`src/rtl/seg7_pkg.sv`:
```
// seg7_pkg: legal seven-segment digit patterns, tracker states and the error digit code
package seg7_pkg;
   localparam logic [6:0] SEG_0 = 7'h7E;
   localparam logic [6:0] SEG_1 = 7'h30;
   localparam logic [6:0] SEG_2 = 7'h6D;
   localparam logic [6:0] SEG_3 = 7'h79;
   localparam logic [6:0] SEG_4 = 7'h33;
   localparam logic [6:0] SEG_5 = 7'h5B;
   localparam logic [6:0] SEG_6 = 7'h5F;
   localparam logic [6:0] SEG_7 = 7'h70;
   localparam logic [6:0] SEG_8 = 7'h7F;
   localparam logic [6:0] SEG_9 = 7'h7B;
   localparam logic [3:0] DIGIT_ERR = 4'hF;
   typedef enum logic [1:0] {IDLE, TRACK, LOCKED} state_t;
endpackage

```
`src/rtl/seg7_lut.sv`:
```
// seg7_lut: combinational seven-segment pattern to BCD digit decode with error flag
module seg7_lut
   import seg7_pkg::*;
(
   input  logic [6:0] pat,
   output logic [3:0] digit,
   output logic       err
);
   always_comb begin
      digit = pat == SEG_0 ? 4'd0 :
              pat == SEG_1 ? 4'd1 :
              pat == SEG_2 ? 4'd2 :
              pat == SEG_3 ? 4'd3 :
              pat == SEG_4 ? 4'd4 :
              pat == SEG_5 ? 4'd5 :
              pat == SEG_6 ? 4'd6 :
              pat == SEG_7 ? 4'd7 :
              pat == SEG_8 ? 4'd8 :
              pat == SEG_9 ? 4'd9 : DIGIT_ERR;
      err = digit == DIGIT_ERR;
   end
endmodule

```
`src/rtl/seg7_bcd_reader.sv`:
```
// seg7_bcd_reader: debounces a seven-segment pattern and emits one decoded digit per stable run
module seg7_bcd_reader
   import seg7_pkg::*;
#(
   parameter int STABLE_CYCLES = 3
) (
   input  logic       clk,
   input  logic       rst,
   input  logic [6:0] seg,
   input  logic       seg_valid,
   input  logic       out_ready,
   input  logic       clr_overrun,
   output logic       out_valid,
   output logic [3:0] digit,
   output logic       err,
   output logic       overrun
);
   localparam logic [3:0] STABLE = 4'(STABLE_CYCLES);
   state_t     state, state_n;
   logic [6:0] captured, captured_n;
   logic [3:0] count, count_n, lut_digit;
   logic       restart, emit, lut_err;
   // decode the pattern being captured/matched this cycle so the result registers with the final sample
   seg7_lut u_lut (.pat(captured_n), .digit(lut_digit), .err(lut_err));
   always_comb begin
      restart    = state == IDLE || seg != captured;
      count_n    = !seg_valid ? 4'd0 : restart ? 4'd1 : count == 4'hF ? count : count + 4'd1;
      captured_n = seg_valid && restart ? seg : captured;
      emit       = seg_valid && (restart || state == TRACK) && count_n == STABLE;
      state_n    = !seg_valid ? IDLE : emit || (state == LOCKED && !restart) ? LOCKED : TRACK;
   end
   always_ff @(posedge clk or posedge rst) begin
      if (rst) begin
         state     <= IDLE;
         count     <= 4'd0;
         captured  <= 7'd0;
         out_valid <= 1'b0;
         digit     <= 4'd0;
         err       <= 1'b0;
         overrun   <= 1'b0;
      end else begin
         state     <= state_n;
         count     <= count_n;
         captured  <= captured_n;
         out_valid <= emit || (out_valid && !out_ready);
         overrun   <= (emit && out_valid && !out_ready) || (overrun && !clr_overrun);
         if (emit) begin
            digit <= lut_digit;
            err   <= lut_err;
         end
      end
   end
endmodule

```
`config.mk`:
```
export PLATFORM = sky130hd
export DESIGN_NAME = seg7_bcd_reader
export DESIGN_NICKNAME = d
export VERILOG_FILES = /design/src/rtl/seg7_pkg.sv /design/src/rtl/seg7_lut.sv /design/src/rtl/seg7_bcd_reader.sv
export SDC_FILE = /design/constraint.sdc
export NUM_CORES = 1
export LEC_CHECK = 0
export BUFFER_PORTS_ARGS = -buffer_cell sky130_fd_sc_hd__buf_4
export CELL_PAD_IN_SITES_DETAIL_PLACEMENT = 1
export CELL_PAD_IN_SITES_GLOBAL_PLACEMENT = 1
export CORE_ASPECT_RATIO = 1.2
export CORE_MARGIN = 1.5
export CORE_UTILIZATION = 47
export DETAILED_ROUTE_END_ITERATION = 6
export PLACE_DENSITY_LB_ADDON = 0.25
export SKIP_CTS_REPAIR_TIMING = 1
export SLEW_MARGIN = 20
export SYNTH_ARGS = -nofsm -noshare
export SYNTH_HDL_FRONTEND = slang
export SYNTH_HIERARCHICAL = 1
export SYNTH_SLANG_ARGS = --single-unit
```
`constraint.sdc`:
```
create_clock -name clk -period 7.9 [get_ports clk]
set_input_delay 1.58 -clock clk [delete_from_list [all_inputs] [get_ports clk]]
set_output_delay 1.58 -clock clk [all_outputs]
set_load 0.02 [all_outputs]
```
# Word-level counts from Yosys, hierarchy flattened

Index checks and enable logic that the tools add are counted.

Add/subtract/negate cells: 1
Multipliers: 0
Divide/modulo/power cells: 0
Magnitude comparators: 0
Equality and inequality tests: 16
Shifts and indexed selects: 0
Mux-type cells: 16
Bitwise operators: 0
Reduce and logical (&&, ||, !) cells: 17

Operator list:

| operator                                      | number |
|---|---|
| == test 7 bit, second input constant          | 8 |
| two-way mux 4 bit                             | 12 |
| == test 7 x 6 -> 1 bit, second input constant | 2 |
| == test 4 bit, second input constant          | 2 |
| logical AND 1 bit                             | 8 |
| two-way mux 7 bit                             | 1 |
| inequality test 7 bit                         | 1 |
| logical OR 1 bit                              | 5 |
| adder 4 x 1 -> 4 bit, second input constant   | 1 |
| == test 4 x 2 -> 1 bit, second input constant | 1 |
| two-way mux 2 bit                             | 2 |
| logical NOT 1 bit                             | 3 |
| two-way mux 3 bit                             | 1 |
| == test 2 x 1 -> 1 bit, second input constant | 1 |
| == test 2 bit, second input constant          | 1 |
| logical NOT 2 bit                             | 1 |

Flip-flop bits (word level): 20
Bits in latches: 0
Memory bits (writable): 0
Memory bits (read-only): 0
Output and inout bits: 7
Word-level logic and storage cells: 57
Memories: 0

# Logic depth before layout (Yosys ltp)

Gate-level depths: netlist of run 1.

Depth after elaboration: 16
Depth in mapped cells: 11

# Hierarchy

Netlist of run 1, hierarchy kept.

By module, submodules not included:

| module          | times used | cells each | area an instance (sq um) | seq. area each (sq um) |
|---|---|---|---|---|
| seg7_bcd_reader | 1          | 74         | 955.9                    | 500.5 |
| seg7_lut        | 1          | 37         | 264.0                    | 0.0 |

# Worst setup path before layout of run 1

OpenSTA, ideal clock, no wires.

Path kind: input-to-reg
From: in seg[6]
To: reg err
Arrival time: 4,110 ps
Data required time: 7,775 ps
Setup slack: 3,666 ps
Stages: 10
Buffers on the path: 0
Cells stage by stage: xor2_1 > nor4_4 > o2111ai_1 > nand2_1 > mux2_2 > or4_4 > a21oi_2 > o21ba_2 > and2_1 > mux2_2

Word-level cells in the longest chain between the ends: 16

RTL lines:

| element                   | line                  | source |
|---|---|---|
| start, declared           | seg7_bcd_reader.sv:9  | `input logic [6:0] seg,` |
| inequality test 7 bit (*) | seg7_bcd_reader.sv:26 | `restart = state == IDLE \|\| seg != captured;` |
| logical OR 1 bit (*)      | seg7_bcd_reader.sv:26 |  |
| logical AND 1 bit (*)     | seg7_bcd_reader.sv:28 | `captured_n = seg_valid && restart ? seg : captured;` |
| two-way mux 7 bit (*)     | seg7_bcd_reader.sv:28 |  |
| via captured_n[1]         | seg7_bcd_reader.sv:20 | `logic [6:0] captured, captured_n;` |
| == test 7 bit             | seg7_lut.sv:19        | `pat == SEG_9 ? 4'd9 : DIGIT_ERR;` |
| two-way mux 3 bit         | seg7_lut.sv:19        |  |
| two-way mux 4 bit         | seg7_lut.sv:18        | `pat == SEG_8 ? 4'd8 :` |
| [... 3 more ...]          | --                    |  |
| two-way mux 4 bit         | seg7_lut.sv:14        | `pat == SEG_4 ? 4'd4 :` |
| two-way mux 4 bit         | seg7_lut.sv:13        | `pat == SEG_3 ? 4'd3 :` |
| two-way mux 4 bit         | seg7_lut.sv:12        | `pat == SEG_2 ? 4'd2 :` |
| two-way mux 4 bit         | seg7_lut.sv:11        | `pat == SEG_1 ? 4'd1 :` |
| two-way mux 4 bit (*)     | seg7_lut.sv:10        | `digit = pat == SEG_0 ? 4'd0 :` |
| via lut_digit[1]          | seg7_bcd_reader.sv:21 | `logic [3:0] count, count_n, lut_digit;` |
| == test 4 bit (*)         | seg7_lut.sv:20        | `err = digit == DIGIT_ERR;` |
| via lut_err               | seg7_bcd_reader.sv:22 | `logic restart, emit, lut_err;` |
| end signal, assigned      | seg7_bcd_reader.sv:49 | `err <= lut_err;` |
| end, declared             | seg7_bcd_reader.sv:15 | `output logic err,` |

The timed path passes the listed nets; every way through them passes the cells marked *.
A chain may end at the register's enable or synchronous reset.

# Final worst setup path of run 1

From: in seg[3]
To: reg err

The elaborated chain is that of the path after synthesis.

==> results by stage, run 1 <==
STA:
- The actual slew at the worst max-slew pin is around 0.75 ns.
- The highest clock rate is roughly 0.24 GHz.
- Dividing the final minimum period by the clock period gives 0.5349.
- The minimum clock period is 4.226 ns.
- The number of hold-slack violations in the final timing report is 0.
- Setup repair after global routing left no endpoint under its margin.
- The max-slew violation count is 0.
- On the final layout, the worst hold slack is approximately 0.5 ns.
- Setup violations remaining at the end of the flow were counted as 0.
- The worst max-slew margin expressed relative to the limit is 0.4983.
- The setup clock skew after layout is 0.007999 ns.
- The final setup slack of the worst path is roughly 3.7 ns.
- Adding up every negative setup slack in the final design gives 0 ns.

Detailed routing:
- The routed wire length per instance is roughly 15 um.
- The first-iteration detailed-routing DRC count is 6.
- The routed wire length is between 2000 and 2500 um.
- The detailed router placed about 900 vias in this run.
- The post-route DRC violation count is 0.
- In the routed layout, each cell is associated on average with a via count of 5.750.
- The number of iterations in the first detailed-routing pass is 4.
- In this run the remaining antenna-violating nets after routing total 0.

Hold path:
- Along the worst hold path, the cell count comes to 1.
- The worst hold path belongs to the class reg2reg.

Floorplanning:
- The number of cell rows is 20.
- The initial utilization of the core area, before any placement, comes to 0.4875.
- The area of the placeable core is 2502 um^2.
- The count of pins on the block boundary is 19.
- The die extent in y is ~60 um.
- From left edge to right edge, the die measures approximately 50 um.
- The die covers approximately 2900 um^2.

Synthesis:
- The number of flops mapped to enable cells by yosys is 0.
- For this run, the number of Yosys warnings is 6.
- Yosys attributes the largest share of cell area to sky130_fd_sc_hd__dfrtp_1 (41%), sky130_fd_sc_hd__mux2_2 (11%), sky130_fd_sc_hd__xor2_1 (5.0%), sky130_fd_sc_hd__buf_6 (3.7%), sky130_fd_sc_hd__nor2_1 (2.5%).
- Counting every instance in the synthesized netlist gives about 110.
- By count the netlist is led by sky130_fd_sc_hd__dfrtp_1 (20), sky130_fd_sc_hd__mux2_2 (12), sky130_fd_sc_hd__nor2_1 (8).
- The average instance in the mapped netlist occupies 10.99 um^2.
- The net count after synthesis is 124.
- The cell with the most instances after synthesis is sky130_fd_sc_hd__dfrtp_1.
- After synthesis the netlist holds a flip-flop and latch count of 20.
- The number of different library cells used by synthesis comes to 38.
- The top-area cell type share of the netlist area is 0.4103.
- The leading register cell type out of synthesis is sky130_fd_sc_hd__dfrtp_1.
- The share of the Yosys chip area taken by registers is 0.4103.
- The biggest area contributor in the post-synthesis netlist is sky130_fd_sc_hd__dfrtp_1.
- The fraction of registers with async set/reset is 1.000.
- The cell area that synthesis handed to floorplanning was between 1000 and 1500 um^2.

Final layout:
- The fraction of layout instances using a drive strength above 1 is 0.3307.
- The number of filler instances in the final layout is between 200 and 300.
- The final net count is roughly 140.
- The antenna cell count is 0.
- The synthesis-to-layout area growth is 12.20%.

Setup path:
- The worst path arrival time is about 4.4 ns.
- The depth of the most critical reg-to-reg path is 10.
- The setup path with the least slack is of type in2reg.
- The critical path startpoint category is a primary input.
- The category of the worst setup path capture point is a register.
- The required time of the worst setup path is 8.10 ns.
- Of all nets on the critical path, the largest fanout is 9.

GRT:
- The total overflow reported by the global router is 0.
- The maximum number of pins on one net before global-route repair is 21.
- The number of global-route vias before repair is 952.
- Across every metal layer, demand over resource in global routing totals 0.1920.
- The number of antenna violations at the first check in global routing is 0.
- The global-route wire length before repair is between 4000 and 5000 um.

Power:
- The power density of the placed cells is between 150 and 200 nW/um^2.
- The leakage power summed over all cells is 0.5963 nW.
- The peak ir drop on the vdd network is 0.00009186 V.

Clock network:
- The source-to-sink clock delay at the later pin of the worst-skew pair is roughly 0.3 ns.
- In this run, CTS created clock tree buffers numbering 3.
- The clock slew seen by the registers of the worst setup and hold paths is about 0.11 ns.
- In this run the number of H-tree levels came out at 1.
- TritonCTS built the clock tree.
- In this run the deepest clock path goes through 2 buffers.
- The clock net in this run drives a total of 20 sinks.
- The cell at the root of the clock tree is sky130_fd_sc_hd__clkbuf_4.

Placed design:
- The final weighted congestion of routability-driven global placement is ~0.76.
- The wire-length estimate of the detail-placed layout is 1874 um.
- The port buffer count is 18.
- The post-placement setup slack is 3.333 ns.

Flow run:
- Across the run, the number of max-cap violations was 0.

Status:
- The flow ran to the end, and the final reports show no timing, DRC or antenna violations.
## worst paths after layout
kind,startpoint,end,slack [ns]
max in group asynchronous,rst,captured[4],6.02
min in group asynchronous,rst,digit[0],1.40
hold reg to reg,overrun,overrun,0.51
setup reg to reg,captured[6],err,4.65
hold / removal,overrun,overrun,0.51
setup / recovery,seg[3],err,3.67
## layout make-up
class,count,area (um^2),share of cell area
Clock buffer,3,22.52,0.01645
Inverter,3,11.26,0.008227
Multi-Input combinational cell,83,658.1,0.4808
Sequential cell,20,500.5,0.3656
Tap cell,33,41.29,0.03016
Timing Repair Buffer,18,135.1,0.09872
## metal layers
layer,global-route usage,wire [um],part of all wire
met1,0.2314,1087,0.45
met2,0.3398,1209,0.50
met3,0.03299,90,0.037
met4,0.08333,42,0.017
met5,0,0,0
## power by group
part / total (W) / switching [W] / internal, W
clock: 0.0000475 / 0.0000297 / 0.0000178
sequential: 0.000114 / 0.00000449 / 0.000109
combinational: 0.0000544 / 0.0000309 / 0.0000235
total: 0.000216 / 0.0000651 / 0.000151
## sequential cells by signal (all words and copies together), names as in the netlist
signal and flops:
err 1, out_valid 1, count 4, overrun 1, state 2, captured 7, digit 4
## worst max-delay path: stages
cell and delay, ns:
sky130_fd_sc_hd__buf_4 0.12, sky130_fd_sc_hd__xor2_1 0.18, sky130_fd_sc_hd__nor4_4 0.38, sky130_fd_sc_hd__o2111ai_1 0.16
sky130_fd_sc_hd__nand2_1 0.24, sky130_fd_sc_hd__mux2_2 0.44, sky130_fd_sc_hd__or4_4 0.55, sky130_fd_sc_hd__a21oi_2 0.19
sky130_fd_sc_hd__o21ba_2 0.18, sky130_fd_sc_hd__and2_1 0.15, sky130_fd_sc_hd__mux2_2 0.26
## logic make-up (layout without fill, tap and decap cells)
| group | count (synthesis) | in the layout | synth area share |
|---|---|---|---|
| AND/OR/NAND/NOR | 43 | 43 | 0.2431 |
| flip-flops | 20 | 20 | 0.4103 |
| AO/OA/AOI/OAI | 16 | 16 | 0.09540 |
| multiplexers | 13 | 13 | 0.1190 |
| XOR/XNOR | 10 | 10 | 0.07180 |
| buffers and inverters | 8 | 24 | 0.05025 |
| adder cells (fa/ha/maj) | 1 | 1 | 0.01025 |
## stage by stage
step                 power, W  std cells    util  cell area [um^2]
global placement    0.0001686        157  0.5380              1346
finish              0.0002157        160  0.5470              1369
global route        0.0002276        160  0.5470              1369
detailed placement  0.0001706        157  0.5380              1346
floorplan           0.0001578        111       -              1220
CTS                 0.0002185        160  0.5470              1369
## cells in the final DEF (no fill, tap or decap), types with 2 or more instances in the layout
| cell | count |
|---|---|
| sky130_fd_sc_hd__a21oi_1 | 2 |
| sky130_fd_sc_hd__a31oi_1 | 3 |
| sky130_fd_sc_hd__buf_4 | 18 |
| sky130_fd_sc_hd__clkbuf_4 | 3 |
| sky130_fd_sc_hd__dfrtp_1 | 20 |
| sky130_fd_sc_hd__inv_1 | 3 |
| sky130_fd_sc_hd__mux2_2 | 12 |
| sky130_fd_sc_hd__nand2_1 | 4 |
| sky130_fd_sc_hd__nand3_1 | 5 |
| sky130_fd_sc_hd__nand4_1 | 2 |
| sky130_fd_sc_hd__nor2_1 | 8 |
| sky130_fd_sc_hd__nor2b_1 | 3 |
| sky130_fd_sc_hd__nor3_1 | 5 |
| sky130_fd_sc_hd__nor3b_1 | 4 |
| sky130_fd_sc_hd__nor4b_1 | 2 |
| sky130_fd_sc_hd__o2111ai_1 | 2 |
| sky130_fd_sc_hd__o21ai_0 | 2 |
| sky130_fd_sc_hd__xnor2_1 | 3 |
| sky130_fd_sc_hd__xor2_1 | 7 |
(Power assumes the default switching activity.)
==> inputs of run 2 (changes only) <==
CORE_UTILIZATION = 43   (was 47)
clock period = 3.9 ns   (was 7.9 ns; I/O delays follow)
==> results by stage, run 2 (synthesis gave the netlist of run 1 again) <==
Status:
- The run finished with clean final reports.

Floorplanning:
- The area of the die was 3167 um^2 (+8.8%).
- The count of pins on the block boundary is 19 (unchanged).
- The number of cell rows is 21 (+5.0%).
- The width of the chip is 51.62 um (+4.3%).
- The die extent in y is 61.35 um (+4.3%).
- The area of the placeable core is 2733 um^2 (+9.2%).
- The effective utilization at floorplan came to 0.4464 (-0.04107).

GRT:
- The overall track demand over capacity in global routing is 0.1995 (+0.007491).
- The number of global-route vias before repair is 958 (+0.63%).
- The maximum number of pins on one net before global-route repair is 21 (unchanged).
- The number of antenna violations at the first check in global routing is 0 (unchanged).
- The global-route wire length before repair came to 4505 um (+6.5%).
- The total overflow reported by the global router is 0 (unchanged).

Clock network:
- The total number of clock tree sinks is 20 (unchanged).
- The CTS tree is done.
- The source-to-sink clock delay at the later pin of the worst-skew pair is 0.32 ns (+0.02 ns).
- The number of buffers created by CTS came to 3 (unchanged).
- The H-tree level count is 1 (unchanged).
- The clock tree buffer depth was 2 (unchanged).
- The cell at the root of the clock tree is sky130_fd_sc_hd__clkbuf_4.
- The clock slew seen by the registers of the worst setup and hold paths is 0.13 ns (+0.02 ns).

Setup path:
- The top cell family by delay on the critical path is simple AND/OR/NAND/NOR gates.
- By startpoint and endpoint, the worst setup path is classified as in2reg.
- The longest individual stage delay on the worst path is 0.56 ns (about the same).
- The beginning of the critical path is seg[3].
- STA classifies the critical path endpoint as a register.
- The reg-to-reg critical path startpoint is captured[6].
- The required time of the worst setup path is 4.13 ns (-3.97 ns).
- The critical path's most frequent cell is sky130_fd_sc_hd__mux2_2.
- The count of buffering cells on the critical path with inverters included is 1 (unchanged).
- Among all stages on the critical path, the largest delay is contributed by sky130_fd_sc_hd__or4_4.
- The critical path startpoint category is a primary input.
- The critical path goes through buf_4 > xor2_1 > nor4_4 > o2111ai_1 > nand2_1 > mux2_2 > or4_4 > a21oi_2 > o21ba_2 > and2_1 > mux2_2.
- The worst path arrival time is 3.64 ns (-0.79 ns).
- The maximum fanout along the worst path came to 9 (unchanged).

Final layout:
- The antenna cell count is 0 (unchanged).
- The number of filler instances in the final layout is 314 (+7.2%).
- The top cell types in the final layout, fill and taps aside, are sky130_fd_sc_hd__dfrtp_1 (20), sky130_fd_sc_hd__buf_4 (19), sky130_fd_sc_hd__mux2_2 (12).
- The area of the multi-input gates came to 658.1 um^2 (unchanged).
- In the final layout, the registers with the most flip-flops are captured (7), count (4), digit (4).
- More flip-flops sit in one register than any other, and that register is captured.
- The number of flip-flops in the largest register came to 7 (unchanged).
- The fraction of layout instances using a drive strength above 1 is 0.3411 (+0.01038).
- Relative to the synthesized area, the layout overhead comes to 15.38%.
- The most common library cell in the layout ignoring fill and taps is sky130_fd_sc_hd__dfrtp_1.
- The register area is 500.5 um^2 (unchanged).
- The final net count is 143 (+0.70%).

Detailed routing:
- The via density per instance is 5.613 (-2.4%).
- The routed wire length came to 2735 um (+13%).
- The via count was 915 (-0.54%).
- The number of nets with antenna violations after detailed routing is 0 (unchanged).
- The routed wire length per instance is 16.78 um (+11%).
- The post-route DRC violation count is 0 (unchanged).
- The first-iteration detailed-routing DRC count came to 9 (+3).
- The number of iterations in the first detailed-routing pass is 4 (unchanged).

STA:
- Dividing the final minimum period by the clock period gives 0.8740.
- The minimum clock period is about 3.4 ns.
- Setup repair after global routing left no endpoint under its margin.
- The actual slew at the worst max-slew pin was 0.7694 ns (+0.01765 ns).
- The max-slew violation count came to 0 (unchanged).
- The worst max-slew margin expressed relative to the limit is 0.4865 (-0.01178).
- The number of endpoints failing setup at the final stage was 0 (unchanged).
- For this run, the top clock speed supported by timing is about 0.29 GHz.
- The setup clock skew after layout was 0.01733 ns (+0.009331 ns).
- The number of hold-slack violations in the final timing report was 0 (unchanged).
- The total negative slack for setup checks is 0 ns (unchanged).

Power:
- The power density of the placed cells came to 369.9 nW/um^2 (+130%).
- The total power of the final layout is 0.0005207 W (+140%).
- The leakage power summed over all cells is 0.6153 nW (+3.2%).
- The peak ir drop on the vdd network is 0.0002278 V (+150%).

Hold path:
- The worst hold path begins at overrun.
- The tightest min-delay check is of the reg2reg type.

Flow run:
- The max-cap check violation count came to 0 (unchanged).

Placed design:
- The final weighted congestion of routability-driven global placement came to 0.7737 (+2.4%).
- The HPWL after detailed placement is 2046 um (+9.2%).
- The port buffer count was 18 (unchanged).
## run 2: changes by cell type in the layout (fill, tap and decap cells not counted)
cell                        delta
sky130_fd_sc_hd__buf_4         +1
sky130_fd_sc_hd__bufinv_16     +1
## run 2: final cells by class
class	count	area share
clock buffer	3	0.01600
multi-input combinational	83	0.4676
tap	34	0.03022
timing repair buffer	19	0.1013
sequential	20	0.3556
inverter	3	0.008000
clock inverter	1	0.02133
## run 2: path summary, 6_finish.rpt
check | endpoint | slack [ns] | cells past startpoint
worst max-delay path | err | 0.49 | 11
worst min-delay path | overrun | 0.51 | 1
worst max register to register | err | 0.63 | 10
worst min register to register | overrun | 0.51 | 1
max in group asynchronous | captured[5] | 2.82 | 2
min in group asynchronous | digit[2] | 0.58 | 2
## run 2: metal layers
layer	wire length, um	track usage	vias to the layer above
met3	48	0.02913	7
met1	1124	0.2291	454
met5	0	0	-
met2	1488	0.3571	10
li1	-	-	444
met4	74	0.1128	0
## run 2: power by group
part | total, W | leakage (nW) | switching, W | internal [W]
Clock | 0.000176 | 0.0279 | 0.0000720 | 0.000104
Combinational | 0.000113 | 0.329 | 0.0000643 | 0.0000489
Sequential | 0.000231 | 0.258 | 0.00000991 | 0.000222
## run 2: worst register-to-register path, stage by stage, from the launching register on
cell and delay [ns]:
sky130_fd_sc_hd__dfrtp_1 0.42, sky130_fd_sc_hd__xor2_1 0.19, sky130_fd_sc_hd__nor4_4 0.41, sky130_fd_sc_hd__o2111ai_1 0.16
sky130_fd_sc_hd__nand2_1 0.22, sky130_fd_sc_hd__mux2_2 0.45, sky130_fd_sc_hd__or4_4 0.56, sky130_fd_sc_hd__a21oi_2 0.19
sky130_fd_sc_hd__o21ba_2 0.18, sky130_fd_sc_hd__and2_1 0.15, sky130_fd_sc_hd__mux2_2 0.25
## run 2: metrics by stage
step	area, um^2	hold slack [ns]	setup WS [ns]	instances	utilization
final	1408	0.5139	0.4913	163	0.5151
after global routing	1408	0.5275	0.3218	163	0.5151
after CTS	1408	0.5188	0.4654	163	0.5151
after detailed placement	1355	0.4904	0.1357	159	0.4959
after global placement	1355	0.4785	0.2332	159	0.4959
after floorplan	1220	0.4916	0.4657	111	-
==> inputs of run 3 (changes only) <==
RECOVER_POWER = 50   (was default)
==> results by stage, run 3 (synthesis gave the netlist of run 1 again) <==
Clock network:
- The clock slew seen by the registers of the worst setup and hold paths was 0.13 ns (about the same).
- The cell at the root of the clock tree is sky130_fd_sc_hd__clkbuf_4.
- The clock tree buffer depth was 2 (unchanged).
- The H-tree level count is 1 (unchanged).
- The source-to-sink clock delay at the later pin of the worst-skew pair came to 0.32 ns (about the same).
- The total number of clock tree sinks is 20 (unchanged).
- TritonCTS built the clock tree.
- The number of buffers created by CTS is 3 (unchanged).

STA:
- The worst slack on hold paths was 0.5139 ns (+0.000001000 ns).
- The number of hold-slack violations in the final timing report came to 0 (unchanged).
- The number of endpoints failing setup at the final stage is 0 (unchanged).
- The highest clock rate was 0.2931 GHz (about the same).
- The max-slew violation count was 0 (unchanged).
- The setup clock skew after layout is 0.01662 ns (-0.0007059 ns).
- Setup repair after global routing left no endpoint under its margin.
- The total negative slack for setup checks is 0 ns (unchanged).
- The actual slew at the worst max-slew pin is 0.7709 ns (+0.001452 ns).
- The minimum clock period is 3.411 ns (+0.002782 ns).
- The worst max-slew margin expressed relative to the limit is 0.4855 (-0.0009690).
- The final period utilization was 0.8747 (about the same).

Final layout:
- The final net count is 143 (unchanged).
- The post-layout utilization of the core is 0.5151 (unchanged).
- The largest registers in the layout are captured (7), count (4), digit (4).
- The register bank with the most flops is captured.
- The library cell used most frequently in the layout, excluding fill and tap cells, is sky130_fd_sc_hd__dfrtp_1.
- The library cells used most frequently in the layout, excluding fill and tap cells, are sky130_fd_sc_hd__dfrtp_1 (20), sky130_fd_sc_hd__buf_4 (18), sky130_fd_sc_hd__mux2_2 (10).
- The number of flip-flops in the largest register came to 7 (unchanged).
- The final design area excluding fillers is 1408 um^2 (unchanged).
- The synthesis-to-layout area growth came to 15.38% (unchanged).
- The number of filler instances in the final layout came to 314 (unchanged).
- The fraction of layout instances using a drive strength above 1 came to 0.3256 (-0.01550).
- The antenna cell count is 0 (unchanged).

Hold path:
- The number of cells on the worst hold path is 1 (unchanged).
- The path class of the tightest hold or removal check is reg2reg.

GRT:
- The total overflow reported by the global router is 0 (unchanged).
- The maximum number of pins on one net before global-route repair is 21 (unchanged).
- The global-route wire length before repair came to 4505 um (unchanged).
- The number of antenna violations at the first check in global routing was 0 (unchanged).
- The overall track demand over capacity in global routing is 0.1995 (unchanged).
- The number of global-route vias before repair was 958 (unchanged).

Floorplanning:
- The effective utilization at floorplan is 0.4464 (unchanged).
- The width of the chip is 51.62 um (unchanged).
- The die extent in y is 61.35 um (unchanged).
- The count of pins on the block boundary is 19 (unchanged).
- The number of cell rows was 21 (unchanged).
- The area of the die is 3167 um^2 (unchanged).
- The area of the placeable core is 2733 um^2 (unchanged).

Detailed routing:
- The post-route DRC violation count came to 0 (unchanged).
- The routed wire length per instance came to 16.74 um (-0.26%).
- The via density per instance was 5.669 (+0.98%).
- The first-iteration detailed-routing DRC count is 9 (unchanged).
- The number of nets with antenna violations after detailed routing is 0 (unchanged).
- Signal routing reaches up to met4.
- The routed metal-1 wire length came to 1112 um (-1.1%).
- The routed wire length came to 2728 um (-0.26%).
- The number of iterations in the first detailed-routing pass is 5 (+1).
- The routed wire length on met3 is 56 um (+17%).
- The via count is 924 (+0.98%).
- The amount of wire on met2 after detailed routing is 1485 um (-0.20%).

Setup path:
- On the critical path the largest part of the delay comes from simple AND/OR/NAND/NOR gates.
- The worst path arrival time came to 3.64 ns (about the same).
- The depth of the most critical reg-to-reg path came to 10 (unchanged).
- The critical path start-end classification is in2reg.
- On the critical path, the stage with the largest delay is an instance of sky130_fd_sc_hd__or4_4.
- The longest individual stage delay on the worst path came to 0.56 ns (about the same).
- The worst setup path is captured at a register.
- The required time of the worst setup path was 4.13 ns (about the same).
- The count of buffering cells on the critical path with inverters included came to 1 (unchanged).
- Traced cell by cell, the critical path runs through buf_4 > xor2_1 > nor4_4 > o2111ai_1 > nand2_1 > mux2_2 > or4_4 > a21oi_2 > o21ba_2 > and2_1 > mux2_2.
- The instance count on the critical path is 11 (unchanged).
- The critical path's most frequent cell is sky130_fd_sc_hd__mux2_2.
- The maximum fanout along the worst path is 9 (unchanged).
- The worst setup path is launched from a primary input.

Status:
- The flow ran to the end, and the final reports show no timing, DRC or antenna violations.

Placed design:
- The final weighted congestion of routability-driven global placement is 0.7737 (unchanged).
- The cell area after placement came to 1355 um^2 (unchanged).
- The HPWL after detailed placement is 2046 um (unchanged).
- The port buffer count was 18 (unchanged).

Power:
- The power density of the placed cells was 369.7 nW/um^2 (about the same).
- The peak ir drop on the vdd network is 0.0002281 V (+0.12%).
- The leakage power summed over all cells is 0.6153 nW (about the same).

Flow run:
- The max-cap check violation count is 0 (unchanged).
-- run 3: cell count changes in the layout (fill, tap and decap cells not counted) --
cell / change
sky130_fd_sc_hd__buf_4: -1
sky130_fd_sc_hd__clkbuf_4: +1
sky130_fd_sc_hd__mux2_1: +2
sky130_fd_sc_hd__mux2_2: -2
-- run 3: worst register-to-register path: cells and delay by family (launching register included) --
| kind | cells | cell delay, ns |
|---|---|---|
| XOR/XNOR | 1 | 0.19 |
| AND/OR/NAND/NOR | 4 | 1.34 |
| AO/OA/AOI/OAI | 3 | 0.53 |
| flip-flops | 1 | 0.41 |
| multiplexers | 2 | 0.70 |
-- run 3: metrics by stage --
stage | power [W] | cells | setup WS [ns]
6_report | 0.0005204 | 163 | 0.4885
5_1_grt | 0.0005424 | 163 | 0.3157
4_1_cts | 0.0005229 | 163 | 0.4654
3_5_place_dp | 0.0003495 | 159 | 0.1357
3_3_place_gp | 0.0003437 | 159 | 0.2332
2_1_floorplan | 0.0003197 | 111 | 0.4657
-- run 3: final timing paths --
kind	from	slack (ns)	endpoint
worst min-delay path	overrun	0.51	overrun
worst max-delay path	seg[3]	0.49	err
min in group asynchronous	rst	0.58	digit[2]
worst max register to register	captured[6]	0.64	err
worst min register to register	overrun	0.51	overrun
max in group asynchronous	rst	2.82	captured[5]
-- run 3: final cells by class --
cell class / count / area (um^2) / area share
clock inverters: 1 / 30.03 / 0.02133
well taps: 34 / 42.54 / 0.03022
repair buffers: 19 / 142.6 / 0.1013
multi-input cells: 83 / 658.1 / 0.4676
inverters: 3 / 11.26 / 0.008000
flip-flops and latches: 20 / 500.5 / 0.3556
clock buffers: 3 / 22.52 / 0.01600
-- run 3: where the power goes --
part | internal, W | switching (W) | total (W)
Clock | 0.000104 | 0.0000724 | 0.000176
Combinational | 0.0000482 | 0.0000645 | 0.000113
Sequential | 0.000222 | 0.00000978 | 0.000231
Total | 0.000374 | 0.000147 | 0.000520
-- run 3: per-layer routing --
metal / vias up / track usage
met5: - / 0
met2: 12 / 0.3571
met3: 7 / 0.02913
li1: 445 / -
met1: 460 / 0.2291
met4: 0 / 0.1128
